==> src/rtl/ram_burst_master.sv <==
`default_nettype none
// ============================================================================
// Module      : ram_burst_master
// Description : Burst initiator for single_port_ram. Write beats arrive on a
//               valid/ready stream, read beats leave through a 2-entry FIFO.
//               Optional macro BURST_ABORT_EN adds abort / done_aborted.
// Revision    : 1.0 - initial release
// ============================================================================
module ram_burst_master #(
  parameter int DATA_WIDTH = 8,
  parameter int DEPTH      = 16,
  parameter int RD_LATENCY = 1,
  localparam int AW        = $clog2(DEPTH)
) (
  input  logic                  clk,
  input  logic                  rst,
  input  logic                  cmd_valid,
  output logic                  cmd_ready,
  input  logic                  cmd_write,
  input  logic [AW-1:0]         cmd_addr,
  input  logic [AW-1:0]         cmd_len,
  input  logic [DATA_WIDTH-1:0] wr_data,
  input  logic                  wr_valid,
  output logic                  wr_ready,
  output logic [DATA_WIDTH-1:0] rd_data,
  output logic                  rd_valid,
  input  logic                  rd_ready,
  output logic                  ram_enable,
  output logic                  ram_we,
  output logic [AW-1:0]         ram_addr,
  output logic [DATA_WIDTH-1:0] ram_data_in,
  output logic [DATA_WIDTH-1:0] ram_write_mask,
  output logic                  ram_write_protect,
  input  logic [DATA_WIDTH-1:0] ram_data_out,
  input  logic                  ram_busy,
  output logic                  done
`ifdef BURST_ABORT_EN
  ,
  input  logic                  abort,
  output logic                  done_aborted
`endif
);

  typedef enum logic [1:0] {
    ST_IDLE  = 2'd0,
    ST_WRITE = 2'd1,
    ST_READ  = 2'd2,
    ST_DRAIN = 2'd3
  } state_t;

  state_t                r_state;
  logic [AW-1:0]         r_cur_addr;
  logic [AW:0]           r_beats_left;
  logic [RD_LATENCY:0]   r_pipe;
  logic [DATA_WIDTH-1:0] r_buf [2];
  logic                  r_head;
  logic [1:0]            r_count;
  logic                  r_ram_enable;
  logic                  r_ram_we;
  logic [AW-1:0]         r_ram_addr;
  logic [DATA_WIDTH-1:0] r_ram_data_in;
  logic                  r_done;
  logic                  r_done_pend;
`ifdef BURST_ABORT_EN
  logic                  r_aborted;
  logic                  r_done_aborted;
`endif

  logic                  w_abort;
  logic                  w_pop;
  logic                  w_push;
  logic                  w_wr_hs;
  logic                  w_rd_issue;
  logic                  w_last;
  logic [AW-1:0]         w_next_addr;
  logic [2:0]            w_inflight;
  logic [2:0]            w_occ;
  logic [2:0]            w_occ_net;

`ifdef BURST_ABORT_EN
  assign w_abort      = abort;
  assign done_aborted = r_done_aborted;
`else
  assign w_abort      = 1'b0;
`endif

  always_comb begin
    w_inflight = '0;
    for (int k = 0; k <= RD_LATENCY; k++) begin
      w_inflight = w_inflight + {2'b00, r_pipe[k]};
    end
  end

  assign rd_valid  = (r_count != 2'd0);
  assign rd_data   = r_buf[r_head];
  assign w_pop     = rd_valid && rd_ready;
  assign w_push    = r_pipe[RD_LATENCY];
  assign w_occ     = {1'b0, r_count} + w_inflight;
  // A pop this cycle frees a slot before any newly issued beat can land.
  assign w_occ_net = w_occ - {2'b00, w_pop};

  assign cmd_ready   = (r_state == ST_IDLE);
  assign wr_ready    = (r_state == ST_WRITE) && !ram_busy && !w_abort;
  assign w_wr_hs     = wr_valid && wr_ready;
  assign w_rd_issue  = (r_state == ST_READ) && !ram_busy && !w_abort && (w_occ_net < 3'd2);
  assign w_last      = (r_beats_left == {{AW{1'b0}}, 1'b1});
  assign w_next_addr = (r_cur_addr == AW'(DEPTH - 1)) ? '0 : r_cur_addr + 1'b1;

  assign ram_enable        = r_ram_enable;
  assign ram_we            = r_ram_we;
  assign ram_addr          = r_ram_addr;
  assign ram_data_in       = r_ram_data_in;
  assign ram_write_mask    = '1;
  assign ram_write_protect = 1'b0;
  assign done              = r_done;

  always_ff @(posedge clk) begin
    if (rst) begin
      r_state       <= ST_IDLE;
      r_cur_addr    <= '0;
      r_beats_left  <= '0;
      r_pipe        <= '0;
      r_buf[0]      <= '0;
      r_buf[1]      <= '0;
      r_head        <= 1'b0;
      r_count       <= 2'd0;
      r_ram_enable  <= 1'b0;
      r_ram_we      <= 1'b0;
      r_ram_addr    <= '0;
      r_ram_data_in <= '0;
      r_done        <= 1'b0;
      r_done_pend   <= 1'b0;
`ifdef BURST_ABORT_EN
      r_aborted      <= 1'b0;
      r_done_aborted <= 1'b0;
`endif
    end else begin
      r_ram_enable <= 1'b0;
      r_ram_we     <= 1'b0;
      r_done       <= r_done_pend;
      r_done_pend  <= 1'b0;
      r_pipe       <= {r_pipe[RD_LATENCY-1:0], w_rd_issue};
`ifdef BURST_ABORT_EN
      r_done_aborted <= r_done_pend && r_aborted;
      if (r_done_pend) r_aborted <= 1'b0;
`endif

      // Read FIFO: the slot after the last valid entry receives the landing beat.
      if (w_push) r_buf[r_head ^ r_count[0]] <= ram_data_out;
      if (w_pop) r_head <= ~r_head;
      r_count <= r_count + {1'b0, w_push} - {1'b0, w_pop};

      case (r_state)
        ST_IDLE: begin
          if (cmd_valid) begin
            r_cur_addr   <= cmd_addr;
            r_beats_left <= {1'b0, cmd_len} + {{AW{1'b0}}, 1'b1};
            r_state      <= cmd_write ? ST_WRITE : ST_READ;
          end
        end
        ST_WRITE: begin
          if (w_abort) begin
            r_state     <= ST_IDLE;
            r_done_pend <= 1'b1;
`ifdef BURST_ABORT_EN
            r_aborted   <= 1'b1;
`endif
          end else if (w_wr_hs) begin
            r_ram_enable  <= 1'b1;
            r_ram_we      <= 1'b1;
            r_ram_addr    <= r_cur_addr;
            r_ram_data_in <= wr_data;
            r_cur_addr    <= w_next_addr;
            r_beats_left  <= r_beats_left - 1'b1;
            if (w_last) begin
              r_state     <= ST_IDLE;
              r_done_pend <= 1'b1;
            end
          end
        end
        ST_READ: begin
          if (w_abort) begin
            r_state   <= ST_DRAIN;
`ifdef BURST_ABORT_EN
            r_aborted <= 1'b1;
`endif
          end else if (w_rd_issue) begin
            r_ram_enable <= 1'b1;
            r_ram_addr   <= r_cur_addr;
            r_cur_addr   <= w_next_addr;
            r_beats_left <= r_beats_left - 1'b1;
            if (w_last) r_state <= ST_DRAIN;
          end
        end
        ST_DRAIN: begin
          if ((w_inflight == 3'd0) && (r_count == 2'd0)) begin
            r_state <= ST_IDLE;
            r_done  <= 1'b1;
`ifdef BURST_ABORT_EN
            r_done_aborted <= r_aborted;
            r_aborted      <= 1'b0;
`endif
          end
        end
        default: r_state <= ST_IDLE;
      endcase
    end
  end

endmodule
`default_nettype wire

==> config.mk <==
export PLATFORM = sky130hd
export DESIGN_NAME = ram_burst_master
export DESIGN_NICKNAME = d
export VERILOG_FILES = /design/src/rtl/ram_burst_master.sv
export SDC_FILE = /design/constraint.sdc
export NUM_CORES = 1
export LEC_CHECK = 0
export ABC_AREA = 1
export CORE_MARGIN = 5
export CORE_UTILIZATION = 46
export CTS_BUF_LIST = sky130_fd_sc_hd__clkbuf_4 sky130_fd_sc_hd__clkbuf_8
export CTS_CLUSTER_DIAMETER = 40
export DETAILED_ROUTE_END_ITERATION = 8
export PLACE_DENSITY = 0.83
export SLEW_MARGIN = 40
export SYNTH_ARGS = -nofsm -noshare
export SYNTH_HDL_FRONTEND = slang
export SYNTH_SLANG_ARGS = --single-unit
==> constraint.sdc <==
create_clock -name clk -period 3 [get_ports clk]
set_input_delay 0.9 -clock clk [delete_from_list [all_inputs] [get_ports clk]]
set_output_delay 0.9 -clock clk [all_outputs]
set_load 0.03 [all_outputs]
==> run metrics <==
Syn Std Cell Area 2550 um^2; RSZ-0062 raised after global routing no; minimum clock period 2.77 ns; Critical Path Fanout Max 6; worst slew pin tran 0.677 ns; Leak Pwr 1.51 nW; drt total wl 5720 um; H-tree levels 2; CP dominant cell by count nor2_1; Rel. slew slack 54.7%; Final Max Slew Viols 0; Fin Hold WS 0.452 ns; clock latency at the later pin of the worst-skew pair 0.30 ns; number of fill cells 448; Mapped Cells 322; Initial Util 46.9%; Tcrit/Tclk final 92.2%; final core utilization 62.5%; Synth warnings 0; DP HPWL 4100 um; critical path's largest stage delay 0.54 ns; Max clock buf depth 2; vias in the first global route 2070; metal3 WL 373 um; Die Y 84.4 um; worst path cell trace dlymetal6s2s_1 > nand2_1 > inv_2 > ha_1 > or2_4 > fa_1 > nand2_1 > nor2_1 > nand2_2 > nand2_4 > nand2_2 > nor2_2 > nor2_1 > nor2_1; WP data required 3.25 ns; CTS tree done; FF/Latch Area 1140 um^2; DR iter-0 viols 120; Synth async-reset ratio 0%; syn avg cell area 7.92 um^2; multi-input logic area 1250 um^2; # port buffers 56; CP endpoint kind register; CP arrival 3.01 ns; Pre-Repair DR Iteration Count 4; Crit path buffers/inverters 2; initial antenna violation count 0; worst hold path class register to register; Crit Path Category input port to register; Max VDD drop 0.612 mV; vias 2212; first-pass GRT wire length 9200 um; top sig layer met4; vias per inst 4.82; Sink Count 49; die area 7130 um^2; die width 84.4 um; M1 WL 2280 um; Placeable Area 5440 um^2; Placer Congestion 0.806; register area share after synthesis 44.8%; critical path's slowest cell fa_1; Final Cell Area 3400 um^2; Placed Area 3160 um^2; Layout Nets 432; ANT nets after route 0; Worst Skew 0.00744 ns; Post-synth EDFFs 16; Critical Path Source Type input port; delay-heaviest family, CP simple AND/OR/NAND/NOR gates; CTS buffer count 5; grt total ovfl 0; Most used DFF post-synth dfxtp_1; Synth cell types 29; MaxCap Viol Count 0; row count 27; layout cells sized above 1 11.9%; Fin. Hold Viols 0; drt drc 0; clock root buffer clkbuf_8; DR WL met2 2990 um; Top Ports 66; Area Growth Syn to Fin 33.4%; post-CTS setup buffers 0; Setup Viol. Count Final 0; FF+latch count, synth 49; Achievable Freq 0.362 GHz; Tot GR Track Use 15.4%; Pwr Density 953 nW/um^2; largest net degree at the start of global routing 19; DR WL/cell 12.5 um; Ant. Diodes 0; status finished clean; Clock transition at path regs 0.09 ns
cells in the mapped netlist (2+ instances only):
| cell type | n | area, um^2 |
|---|---|---|
| nand2_1 | 67 | 251 |
| nor2_1 | 52 | 195 |
| inv_1 | 42 | 158 |
| dfxtp_1 | 33 | 661 |
| nand3_1 | 22 | 110 |
| a21oi_1 | 19 | 95.1 |
| edfxtp_1 | 16 | 480 |
| ha_1 | 14 | 175 |
| o21ai_0 | 13 | 65.1 |
| buf_4 | 9 | 67.6 |
| mux2_2 | 8 | 90.1 |
| buf_2 | 3 | 15.0 |
| nand4_1 | 3 | 18.8 |
| xnor2_1 | 3 | 26.3 |
| conb_1 | 2 | 7.51 |
| nand2_2 | 2 | 12.5 |
| or2_2 | 2 | 12.5 |
worst reg2reg max path, stage by stage, from the launching register on:
cell and delay (ns):
dfxtp_1 0.42, inv_1 0.07, ha_1 0.27, inv_1 0.04, ha_1 0.26, or2_4 0.23, fa_1 0.54, nand2_1 0.05
nor2_1 0.13, nand2_2 0.10, nand2_4 0.14, nand2_2 0.09, nor2_2 0.18, nor2_1 0.05, nor2_1 0.10
report_power, final:
| part | switching, mW | internal [mW] |
|---|---|---|
| sequential | 0.105 | 0.819 |
| combinational | 1.08 | 0.673 |
| clock | 0.229 | 0.336 |
| total | 1.41 | 1.83 |
cell families after synthesis:
| kind of cell | Yosys count | synth area share, % |
|---|---|---|
| AOI/OAI and AO/OA | 34 | 6.87 |
| xor gates and xnor gates | 3 | 1.03 |
| adders and majority gates | 15 | 7.66 |
| buffers and inverters | 59 | 10.8 |
| DFF | 49 | 44.8 |
| muxes | 8 | 3.53 |
| other | 2 | 0.295 |
| and+or+nand+nor | 152 | 25.0 |
final cells by class:
class,instances,share of cell area (%)
clock buffer,5,2.02
clock inverter,3,2.02
inverter,43,4.75
multi-input combinational,224,36.8
sequential,49,33.6
tap,72,2.65
timing repair buffer,63,18.2
worst paths after layout:
path / end / depth (start not counted) / slack, ns / start
min: done$_SDFF_PP0_ / 2 / 0.45 / r_done_pend$_SDFF_PP0_
max: r_state[0]$_SDFFE_PP0P_ / 14 / 0.23 / rd_ready
max reg2reg: r_state[0]$_SDFFE_PP0P_ / 14 / 0.27 / r_pipe[1]$_SDFF_PP0_
min reg2reg: done$_SDFF_PP0_ / 2 / 0.45 / r_done_pend$_SDFF_PP0_
routing by layer:
| layer | track usage [%] | vias up |
|---|---|---|
| met1 | 17.7 | 1012 |
| li1 | - | 1138 |
| met4 | 3.88 | 0 |
| met2 | 28.7 | 55 |
| met3 | 3.63 | 7 |
| met5 | 0 | - |
cell usage in the layout, fill, tap and decap left out, drive strengths merged, types with 2 or more instances in the layout:
master | synthesis | layout
conb | 2 | 9
bufinv | 0 | 2
nand2 | 69 | 69
edfxtp | 16 | 16
mux2 | 8 | 8
inv | 42 | 43
xnor2 | 3 | 3
a21oi | 19 | 19
clkdlybuf4s50 | 0 | 54
dfxtp | 33 | 33
nand4 | 3 | 3
buf | 14 | 8
o21ai | 13 | 13
ha | 14 | 14
nor2 | 53 | 53
or2 | 2 | 2
nand3 | 23 | 26
clkbuf | 2 | 5
sequential cells by signal, indices dropped and copies added, names as in the netlist, named ones only:
name	count
r_buf	16
ram_data_in	8
r_beats_left	5
r_cur_addr	4
ram_addr	4
r_count	2
r_pipe	2
r_state	2
done	1
r_done_pend	1
r_head	1
ram_enable	1
ram_we	1
per-stage QoR:
step                      worst slack [ns]  instances  total power [mW]  TNS [ns]
after CTS                          0.00882        457              3.10         0
after global routing                0.0736        459              3.52         0
after detailed placement            -0.394        448              2.46     -5.00
final                                0.235        459              3.24         0
after floorplan                     0.0835        329              2.07         0
after global placement              -0.349        448              2.40     -4.72
timing repair:
action,4_1_cts,5_1_grt
cloned,1,2
hold buffers,0,0
pin swaps,1,12
setup endpoints to repair,13,15
hold endpoints to repair,0,0
resized for setup,6,16
(Power assumes the default switching activity.)
